### src/rtl/adc_avg_pkg.sv
// rtl/adc_avg_pkg.sv - shared widths and sample/channel types for the ADC channel averager
package adc_avg_pkg;

    localparam int ADC_DATA_W = 12;
    localparam int ADC_CH_W   = 5;

    typedef logic [ADC_DATA_W-1:0] adc_sample_t;
    typedef logic [ADC_CH_W-1:0]   adc_ch_t;

endpackage

### src/rtl/adc_avg_hyst_cmp.sv
// rtl/adc_avg_hyst_cmp.sv - absolute-difference dead-band compare, built only with ADC_AVG_HYST_EN
module adc_avg_hyst_cmp
    import adc_avg_pkg::*;
#(
    parameter int HYST = 8
) (
    input  logic [ADC_DATA_W-1:0] a,
    input  logic [ADC_DATA_W-1:0] b,
    output logic                  far
);

    logic [ADC_DATA_W-1:0] diff;

    // |a - b| compared against the dead band; far means the change is large enough to report
    always_comb begin
        diff = (a >= b) ? (a - b) : (b - a);
        far  = ({{(32-ADC_DATA_W){1'b0}}, diff} >= 32'(HYST));
    end

endmodule

### src/rtl/adc_channel_avg.sv
// rtl/adc_channel_avg.sv - per-channel windowed ADC averager with latest-value bank (ADC_AVG_HYST_EN adds hysteresis)
module adc_channel_avg
    import adc_avg_pkg::*;
#(
    parameter int NUM_CH   = 9,
    parameter int LOG2_AVG = 4,
    parameter int HYST     = 8
) (
    input  logic                  clk_clk,
    input  logic                  reset_reset,
    input  logic                  in_valid,
    input  logic [ADC_CH_W-1:0]   in_channel,
    input  logic [ADC_DATA_W-1:0] in_data,
    input  logic                  in_sop,
    input  logic                  in_eop,
    output logic                  out_valid,
    output logic [ADC_CH_W-1:0]   out_channel,
    output logic [ADC_DATA_W-1:0] out_data,
    input  logic [ADC_CH_W-1:0]   rd_channel,
    output logic [ADC_DATA_W-1:0] rd_data
);

    localparam int ACC_W = ADC_DATA_W + LOG2_AVG;
    localparam int CNT_W = (LOG2_AVG > 0) ? LOG2_AVG : 1;
    localparam logic [CNT_W-1:0] CNT_LAST = CNT_W'((1 << LOG2_AVG) - 1);
    localparam logic [ACC_W:0]   RND      = (ACC_W+1)'((1 << LOG2_AVG) >> 1);

    logic [ACC_W-1:0]      acc  [NUM_CH];
    logic [CNT_W-1:0]      cnt  [NUM_CH];
    logic [ADC_DATA_W-1:0] last [NUM_CH];

    logic                  ch_hit;
    logic [ACC_W-1:0]      acc_sel;
    logic [CNT_W-1:0]      cnt_sel;
    logic                  accept;
    logic                  close;
    logic                  report;
    logic [ACC_W:0]        sum_rnd;
    logic [ADC_DATA_W-1:0] avg;
    logic [ADC_DATA_W-1:0] rd_next;

    // sop/eop carry no information: every beat is a whole packet
    logic unused_inputs;
    assign unused_inputs = in_sop ^ in_eop;

    // select the addressed channel's window state; out-of-range channels never hit
    always_comb begin
        ch_hit  = 1'b0;
        acc_sel = '0;
        cnt_sel = '0;
        for (int i = 0; i < NUM_CH; i++) begin
            if (in_channel == ADC_CH_W'(i)) begin
                ch_hit  = 1'b1;
                acc_sel = acc[i];
                cnt_sel = cnt[i];
            end
        end
    end

    assign accept  = in_valid & ch_hit;
    assign close   = accept && (cnt_sel == CNT_LAST);
    assign sum_rnd = {1'b0, acc_sel} + (ACC_W+1)'(in_data) + RND;
    assign avg     = ADC_DATA_W'(sum_rnd >> LOG2_AVG);

`ifdef ADC_AVG_HYST_EN
    logic                  seen [NUM_CH];
    logic [ADC_DATA_W-1:0] last_sel;
    logic                  seen_sel;
    logic                  far;

    // previous report of the addressed channel, for the dead-band decision
    always_comb begin
        last_sel = '0;
        seen_sel = 1'b0;
        for (int i = 0; i < NUM_CH; i++) begin
            if (in_channel == ADC_CH_W'(i)) begin
                last_sel = last[i];
                seen_sel = seen[i];
            end
        end
    end

    adc_avg_hyst_cmp #(
        .HYST (HYST)
    ) u_hyst_cmp (
        .a   (avg),
        .b   (last_sel),
        .far (far)
    );

    assign report = close && (!seen_sel || far);
`else
    logic unused_hyst;
    assign unused_hyst = HYST[0];
    assign report      = close;
`endif

    // latest-value bank read mux; unknown channels read as zero
    always_comb begin
        rd_next = '0;
        for (int i = 0; i < NUM_CH; i++) begin
            if (rd_channel == ADC_CH_W'(i)) begin
                rd_next = last[i];
            end
        end
    end

    // window accumulation, result strobe and registered read port
    always_ff @(posedge clk_clk) begin
        if (reset_reset) begin
            out_valid   <= 1'b0;
            out_channel <= '0;
            out_data    <= '0;
            rd_data     <= '0;
            for (int i = 0; i < NUM_CH; i++) begin
                acc[i]  <= '0;
                cnt[i]  <= '0;
                last[i] <= '0;
`ifdef ADC_AVG_HYST_EN
                seen[i] <= 1'b0;
`endif
            end
        end else begin
            out_valid <= report;
            if (report) begin
                out_channel <= in_channel;
                out_data    <= avg;
            end
            rd_data <= rd_next;
            for (int i = 0; i < NUM_CH; i++) begin
                if (accept && (in_channel == ADC_CH_W'(i))) begin
                    if (close) begin
                        acc[i] <= '0;
                        cnt[i] <= '0;
                        if (report) begin
                            last[i] <= avg;
`ifdef ADC_AVG_HYST_EN
                            seen[i] <= 1'b1;
`endif
                        end
                    end else begin
                        acc[i] <= acc[i] + ACC_W'(in_data);
                        cnt[i] <= cnt[i] + 1'b1;
                    end
                end
            end
        end
    end

endmodule

### config.mk
export PLATFORM = sky130hd
export DESIGN_NAME = adc_channel_avg
export DESIGN_NICKNAME = d
export VERILOG_FILES = /design/src/rtl/adc_avg_pkg.sv /design/src/rtl/adc_avg_hyst_cmp.sv /design/src/rtl/adc_channel_avg.sv
export SDC_FILE = /design/constraint.sdc
export NUM_CORES = 1
export LEC_CHECK = 0
export ABC_AREA = 1
export CORE_MARGIN = 2
export CORE_UTILIZATION = 60
export DETAILED_ROUTE_END_ITERATION = 8
export PLACE_DENSITY = 0.78
export SYNTH_ARGS = -nofsm -noshare
export SYNTH_HDL_FRONTEND = slang
export SYNTH_SLANG_ARGS = --single-unit
### constraint.sdc
create_clock -name clk_clk -period 9.35 [get_ports clk_clk]
set_input_delay 1.87 -clock clk_clk [delete_from_list [all_inputs] [get_ports clk_clk]]
set_output_delay 1.87 -clock clk_clk [all_outputs]
set_load 0.01 [all_outputs]
==> summary.md <==
| Metric | Value |
|---|---|
| Crit path max fanout | 19 |
| Fin crit period | 6.50 ns |
| Clock latency on the worst-skew pair | 0.53 ns |
| Antenna Nets Post-Route | 0 |
| Initial DRC count | 1571 |
| # rows | 64 |
| Chip width | 180 um |
| Fmax achieved | 154 MHz |
| Pwr Density | 165 nW/um^2 |
| GPL Wtd Cong | 0.940 |
| WL per Instance | 19.5 um |
| Initial Utilization | 61.0% |
| R2r setup slk | 5.34 ns |
| Finished Cell Area | 20800 um^2 |
| Slew Limit Fails | 0 |
| Footprint of the multi-input gates | 8410 um^2 |
| IO Port Bufs | 54 |
| Max stage delay on crit path | 0.68 ns |
| Area grow syn2layout | 11.6% |
| Post-synth top area share | 46.3% |
| Mean Syn Cell Area | 9.22 um^2 |
| Unrepaired setup endpoints after global routing | false |
| #FFs+latches synth | 318 |
| Outcome | finished clean |
| Final WS setup | 2.85 ns |
| Worst-path clk slew | 0.06 ns |
| Vias post-DR | 15032 |
| CTS buffer count | 36 |
| Crit path buf inv count | 3 |
| Leakage | 8.77 nW |
| Top cells by area, synth | edfxtp_1 (46%), ha_1 (9.3%), nand2_1 (7.5%) |
| Final setup viols | 0 |
| Seq/Total Area, Yosys | 49.6% |
| Cell Chain, Critical Path | clkdlybuf4s50_1 -> inv_1 -> nand2_1 -> nor2_1 -> nand2_2 -> inv_1 -> a221oi_1 -> o21ai_0 -> o21ai_0 -> a31oi_1 -> ha_1 -> ha_1 -> a21oi_1 -> o21ai_0 -> a21oi_1 -> nand3_1 -> a21oi_1 |
| Hold Path Class | register to register |
| CTS H-Tree Depth | 2 |
| Net Count, Synth | 2200 |
| CTS Sinks | 318 |
| Global-route wire length before repair | 77200 um |
| Startpoint Class | input pin |
| All-layer global routing usage | 30.0% |
| Number of remaining DRC errors | 0 |
| Worst-Margin Slew | 1.18 ns |
| Worst vdd ir | 140 uV |
| Post-Synthesis Cells | 2025 |
| Final Hold Vio Count | 0 |
| Largest net degree at the start of global routing | 34 |
| DIE AREA | 32500 um^2 |
| Setup Skew | 0.0206 ns |
| RR Startpoint | acc[0][10] |
| Clock Tree Root | clkbuf_16 |
| Critical path class | input pin to register |
| Unique masters post-synth | 47 |
| Via density | 6.00 |
| Crit path to | last[0][103] |
| Postcts setup bufs | 0 |
| CORE AREA | 30600 um^2 |
| Post-Place Worst Slack | 2.51 ns |
| Fill count | 2386 |
| Post-CTS sizing | 0 |
| Synthesis warning total | 0 |
| Die Height | 180 um |
| Post-DP HPWL | 34200 um |
| DP Area | 19700 um^2 |
| Drt pass-1 iters | 6 |
| Initial antenna violation count | 1 |
| Number of global-route vias before repair | 14607 |
| Cell taking the most area after synthesis | edfxtp_1 |
| Final net count | 2259 |
| Setup crit start | in_channel[2] |
| Synth Cell Area | 18700 um^2 |
| Reg2Reg Depth | 11 |
| Grt ovf | 0 |
| Share of cells above drive strength 1 | 5.93% |
| RR Endpoint | last[0][103] |
| CP delay by family, top | compound AO/OA/AOI/OAI gates |
| Stages on the worst setup path | 17 |
| Register Area | 9250 um^2 |
| Slew margin rel. | 21.5% |
| MaxCap Viol Count | 0 |
| Crit path required time | 9.57 ns |
| Top Ports | 57 |
| Cts hold-fix bufs | 0 |
| Final setup TNS | 0 ns |
| Longest Clk Path Bufs | 3 |
| Wirelength, routed | 48800 um |
| Crit path capture type | register |
| CP arrival | 6.72 ns |
| Slowest CP cell | a221oi_1 |
| Fin crit share | 69.6% |
| Total Power | 3.44 mW |
| CTS tree | done |
[final cells by class]
class	count	area share [%]
Sequential cell	318	44.4
Multi-Input combinational cell	1435	40.4
Clock buffer	48	4.69
Inverter	215	3.88
Timing Repair Buffer	78	3.46
Tap cell	396	2.38
Clock inverter	15	0.751
Antenna cell	1	0.0120
[synth_stat cells (all sizes together)]
library cell / count
nand2: 374
edfxtp: 288
nor2: 233
inv: 215
a21oi: 201
ha: 139
nand3: 103
o21ai: 95
xnor2: 53
clkbuf: 44
xor2: 33
dfxtp: 30
nand4: 29
or2: 24
nor3b: 20
o22ai: 19
a31oi: 15
o2111ai: 15
buf: 13
a41oi: 12
nor3: 12
fa: 9
a221oi: 8
a21o: 7
a21boi: 6
o21a: 5
o21bai: 5
o31ai: 5
o211ai: 3
nand3b: 2
nor4: 2
o221ai: 2
a22o: 1
a22oi: 1
a311o: 1
and3: 1
[per-layer routing]
layer  up-vias  global-route usage [%]  routed length [um]
met3       119                    4.51                3590
met1      7117                    38.4               19300
met5         -                       0                   0
li1       7182                       -                   -
met4         0                    15.1                2500
met2       614                    49.9               23400
[cells in the final DEF (no fill, tap or decap), types with 30 or more instances in the layout]
| master | netlist | final |
|---|---|---|
| inv_1 | 205 | 205 |
| edfxtp_1 | 288 | 288 |
| ha_1 | 139 | 139 |
| nor2_1 | 227 | 227 |
| o21ai_0 | 86 | 75 |
| nand3_1 | 101 | 101 |
| xnor2_1 | 53 | 53 |
| dfxtp_1 | 30 | 30 |
| a21oi_1 | 200 | 200 |
| nand2_1 | 371 | 371 |
| xor2_1 | 33 | 33 |
| clkbuf_16 | 0 | 37 |
| clkdlybuf4s50_1 | 0 | 54 |
[state kept, by name (all words and copies together) (netlist names)]
register / flops
out_valid: 1
acc: 144
rd_data: 12
last: 108
out_data: 12
cnt: 36
out_channel: 5
[report_power, final]
group          internal (mW)  switching [mW]  total (mW)
combinational          0.157           0.278       0.435
sequential              1.60          0.0294        1.62
clock                  0.796           0.582        1.38
total                   2.55           0.890        3.44
[stage by stage]
stage          utilization, %  hold WS [ns]  cells
5_1_grt                  68.1         0.479   2505
6_report                 68.1         0.456   2506
3_3_place_gp             64.3         0.425   2442
2_1_floorplan               -         0.461   2025
3_5_place_dp             64.3         0.453   2442
4_1_cts                  68.1         0.462   2505
[worst min-delay path by stage]
stage / from / endpoint / slack, ns / cells past startpoint
6_report: out_channel[4] / out_channel[4] / 0.46 / 2
5_1_grt: out_channel[4] / out_channel[4] / 0.48 / 2
4_1_cts: out_channel[4] / out_channel[4] / 0.46 / 2
3_5_place_dp: out_channel[4] / out_channel[4] / 0.45 / 2
3_3_place_gp: out_channel[4] / out_channel[4] / 0.42 / 2
2_1_floorplan: out_channel[4] / out_channel[4] / 0.46 / 2
[worst register-to-register path, cell delays in order (launching register included)]
cell      delay [ns]
edfxtp_1        0.40
a221oi_1        0.68
o21ai_0         0.18
o21ai_0         0.21
a31oi_1         0.28
ha_1            0.35
ha_1            0.34
a21oi_1         0.20
o21ai_0         0.11
a21oi_1         0.18
nand3_1         0.12
a21oi_1         0.65
[cell families (layout without fill, tap and decap cells)]
group	count (synthesis)	in the layout	synth area share, %
adders and majority gates	148	148	10.3
AOI/OAI and AO/OA	401	401	12.2
DFF	318	318	49.6
other	0	1	0
buffers and inverters	272	356	5.56
xor gates and xnor gates	86	86	4.04
and+or+nand+nor	800	800	18.3
Power figures use the tool's default switching activity.
==> edit: new RTL, config.mk and constraints unchanged <==
Register the inputs `in_valid`, `in_data`, `in_sop`, `in_eop` and `rd_channel` before use. The logic sees them one clock later. The other inputs are not delayed to match.
--- a/src/rtl/adc_channel_avg.sv
+++ b/src/rtl/adc_channel_avg.sv
@@ -27,2 +27,16 @@
 
+    logic in_valid_q;
+    logic [ADC_DATA_W-1:0] in_data_q;
+    logic in_sop_q;
+    logic in_eop_q;
+    logic [ADC_CH_W-1:0] rd_channel_q;
+
+    always_ff @(posedge clk_clk) begin
+        in_valid_q   <= in_valid;
+        in_data_q    <= in_data;
+        in_sop_q     <= in_sop;
+        in_eop_q     <= in_eop;
+        rd_channel_q <= rd_channel;
+    end
+
     logic [ACC_W-1:0]      acc  [NUM_CH];
@@ -43,3 +57,3 @@
     logic unused_inputs;
-    assign unused_inputs = in_sop ^ in_eop;
+    assign unused_inputs = in_sop_q ^ in_eop_q;
 
@@ -59,5 +73,5 @@
 
-    assign accept  = in_valid & ch_hit;
+    assign accept  = in_valid_q & ch_hit;
     assign close   = accept && (cnt_sel == CNT_LAST);
-    assign sum_rnd = {1'b0, acc_sel} + (ACC_W+1)'(in_data) + RND;
+    assign sum_rnd = {1'b0, acc_sel} + (ACC_W+1)'(in_data_q) + RND;
     assign avg     = ADC_DATA_W'(sum_rnd >> LOG2_AVG);
@@ -101,3 +115,3 @@
         for (int i = 0; i < NUM_CH; i++) begin
-            if (rd_channel == ADC_CH_W'(i)) begin
+            if (rd_channel_q == ADC_CH_W'(i)) begin
                 rd_next = last[i];
@@ -141,3 +155,3 @@
                     end else begin
-                        acc[i] <= acc[i] + ACC_W'(in_data);
+                        acc[i] <= acc[i] + ACC_W'(in_data_q);
                         cnt[i] <= cnt[i] + 1'b1;
Check against the original RTL: same outputs for any inputs over 4 cycles, from zero or initial values and one cycle with reset_reset high; that may be too few to reach the edited logic, so the function may still have changed.
==> edit against the original RTL <==
- area after synthesis is 3.3% higher
- cell area is 2.5% higher
- routed wire length is 0.65% higher
- total power is 2.0% higher
- core utilization is 0.46 points lower
- final cell count is 3.0% higher
- setup slack better by 0.088 ns
- sequential cell count is 18 higher
- via count is 1.5% higher
==> edit: results (changes against the original RTL) <==
<table>
<tr><th>Metric</th><th>Value</th></tr>
<tr><th colspan="2">Yosys</th></tr>
<tr><td>Synth top area cells</td><td>sky130_fd_sc_hd__edfxtp_1 45%, sky130_fd_sc_hd__ha_1 9.0%, sky130_fd_sc_hd__nand2_1 7.5%, sky130_fd_sc_hd__a21oi_1 5.5%, sky130_fd_sc_hd__dfxtp_1 5.0%</td></tr>
<tr><td>Parity-gate share of the synthesized area counting xor and xnor cells</td><td>4.09% (+0.055 points)</td></tr>
<tr><td>Instance count of the mapped netlist</td><td>2096 (+3.5%)</td></tr>
<tr><td>Number of distinct standard cells referenced by the synthesized netlist</td><td>46 (-2.1%)</td></tr>
<tr><th colspan="2">Layout</th></tr>
<tr><td>Count of multi-input combinational gates</td><td>1474 (+2.7%)</td></tr>
<tr><td>Share of final-layout standard cells stronger than drive strength 1</td><td>5.92% (-0.0068 points)</td></tr>
<tr><td>Fraction of area in multi-input gates</td><td>40.1% (-0.32 points)</td></tr>
<tr><td>Proportion of final cell area spent on non-clock buffers</td><td>3.38% (-0.083 points)</td></tr>
<tr><td>Clock buffer cells</td><td>52 (+8.3%)</td></tr>
<tr><th colspan="2">Pwr</th></tr>
<tr><td>Portion of total power attributed to sequential cells</td><td>48.9% (+1.6 points)</td></tr>
<tr><td>Total Power Consumption</td><td>3510 uW (+2.0%)</td></tr>
<tr><td>Leakage component of the power</td><td>0.00898 uW (+2.4%)</td></tr>
<tr><td>Power per cell area</td><td>164 nW/um2 (-0.42%)</td></tr>
<tr><td>Fraction of power spent switching nets</td><td>26.2% (+0.28 points)</td></tr>
<tr><th colspan="2">Critical path</th></tr>
<tr><td>Path depth of the worst reg2reg path</td><td>12 (+1)</td></tr>
<tr><td>Cell type of the slowest stage on the worst timing path</td><td>sky130_fd_sc_hd__clkdlybuf4s50_1</td></tr>
<tr><th colspan="2">Global routing</th></tr>
<tr><td>Met2 layer usage reported by global route</td><td>50.1% (+0.26 points)</td></tr>
<tr><td>Global Route met3 Usage</td><td>4.83% (+0.32 points)</td></tr>
<tr><th colspan="2">Placement</th></tr>
<tr><td>Placed instance area</td><td>20200 um2 (+2.8%)</td></tr>
<tr><th colspan="2">Routing</th></tr>
<tr><td>Routed length on met1</td><td>19600 um (+1.4%)</td></tr>
<tr><td>Pre-antenna DRT Iters</td><td>5 (-1)</td></tr>
<tr><td>Routed length per instance</td><td>19.0 um (-2.3%)</td></tr>
<tr><td>Initial DRC Count</td><td>1472 (-6.3%)</td></tr>
<tr><td>Met2 WL</td><td>23600 um (+0.96%)</td></tr>
<tr><th colspan="2">Run status</th></tr>
<tr><td>Outcome</td><td>completed</td></tr>
<tr><th colspan="2">STA</th></tr>
<tr><td>Time the final worst path needs with I/O delays and setup</td><td>6.42 ns (-0.0880 ns)</td></tr>
</table>
edit: changes by cell type in the layout (fill, tap and decap cells not counted), sizes merged, moves of 11 or more:
cell,before,now
o21ai,95,114
dfxtp,30,48
a31oi,15,28
inv,217,229
nand2,374,386
nor3b,20,8
o2111ai,15,3
a21oi,201,212
or2,24,35
edit: how the worst max path moves through the flow:
stage                             start                     end  slack, ns  cells past startpoint
after floorplan           in_channel[1]  last[0][106]$_DFFE_PP_       4.23                     22
after global placement    in_channel[4]   last[0][47]$_DFFE_PP_       2.58                     20
after detailed placement  in_channel[4]   last[0][11]$_DFFE_PP_       2.50                     20
after CTS                 in_channel[4]   last[0][95]$_DFFE_PP_       3.00                     20
after global routing      in_channel[4]   last[0][83]$_DFFE_PP_       2.60                     20
final                     in_channel[4]   last[0][95]$_DFFE_PP_       2.93                     20
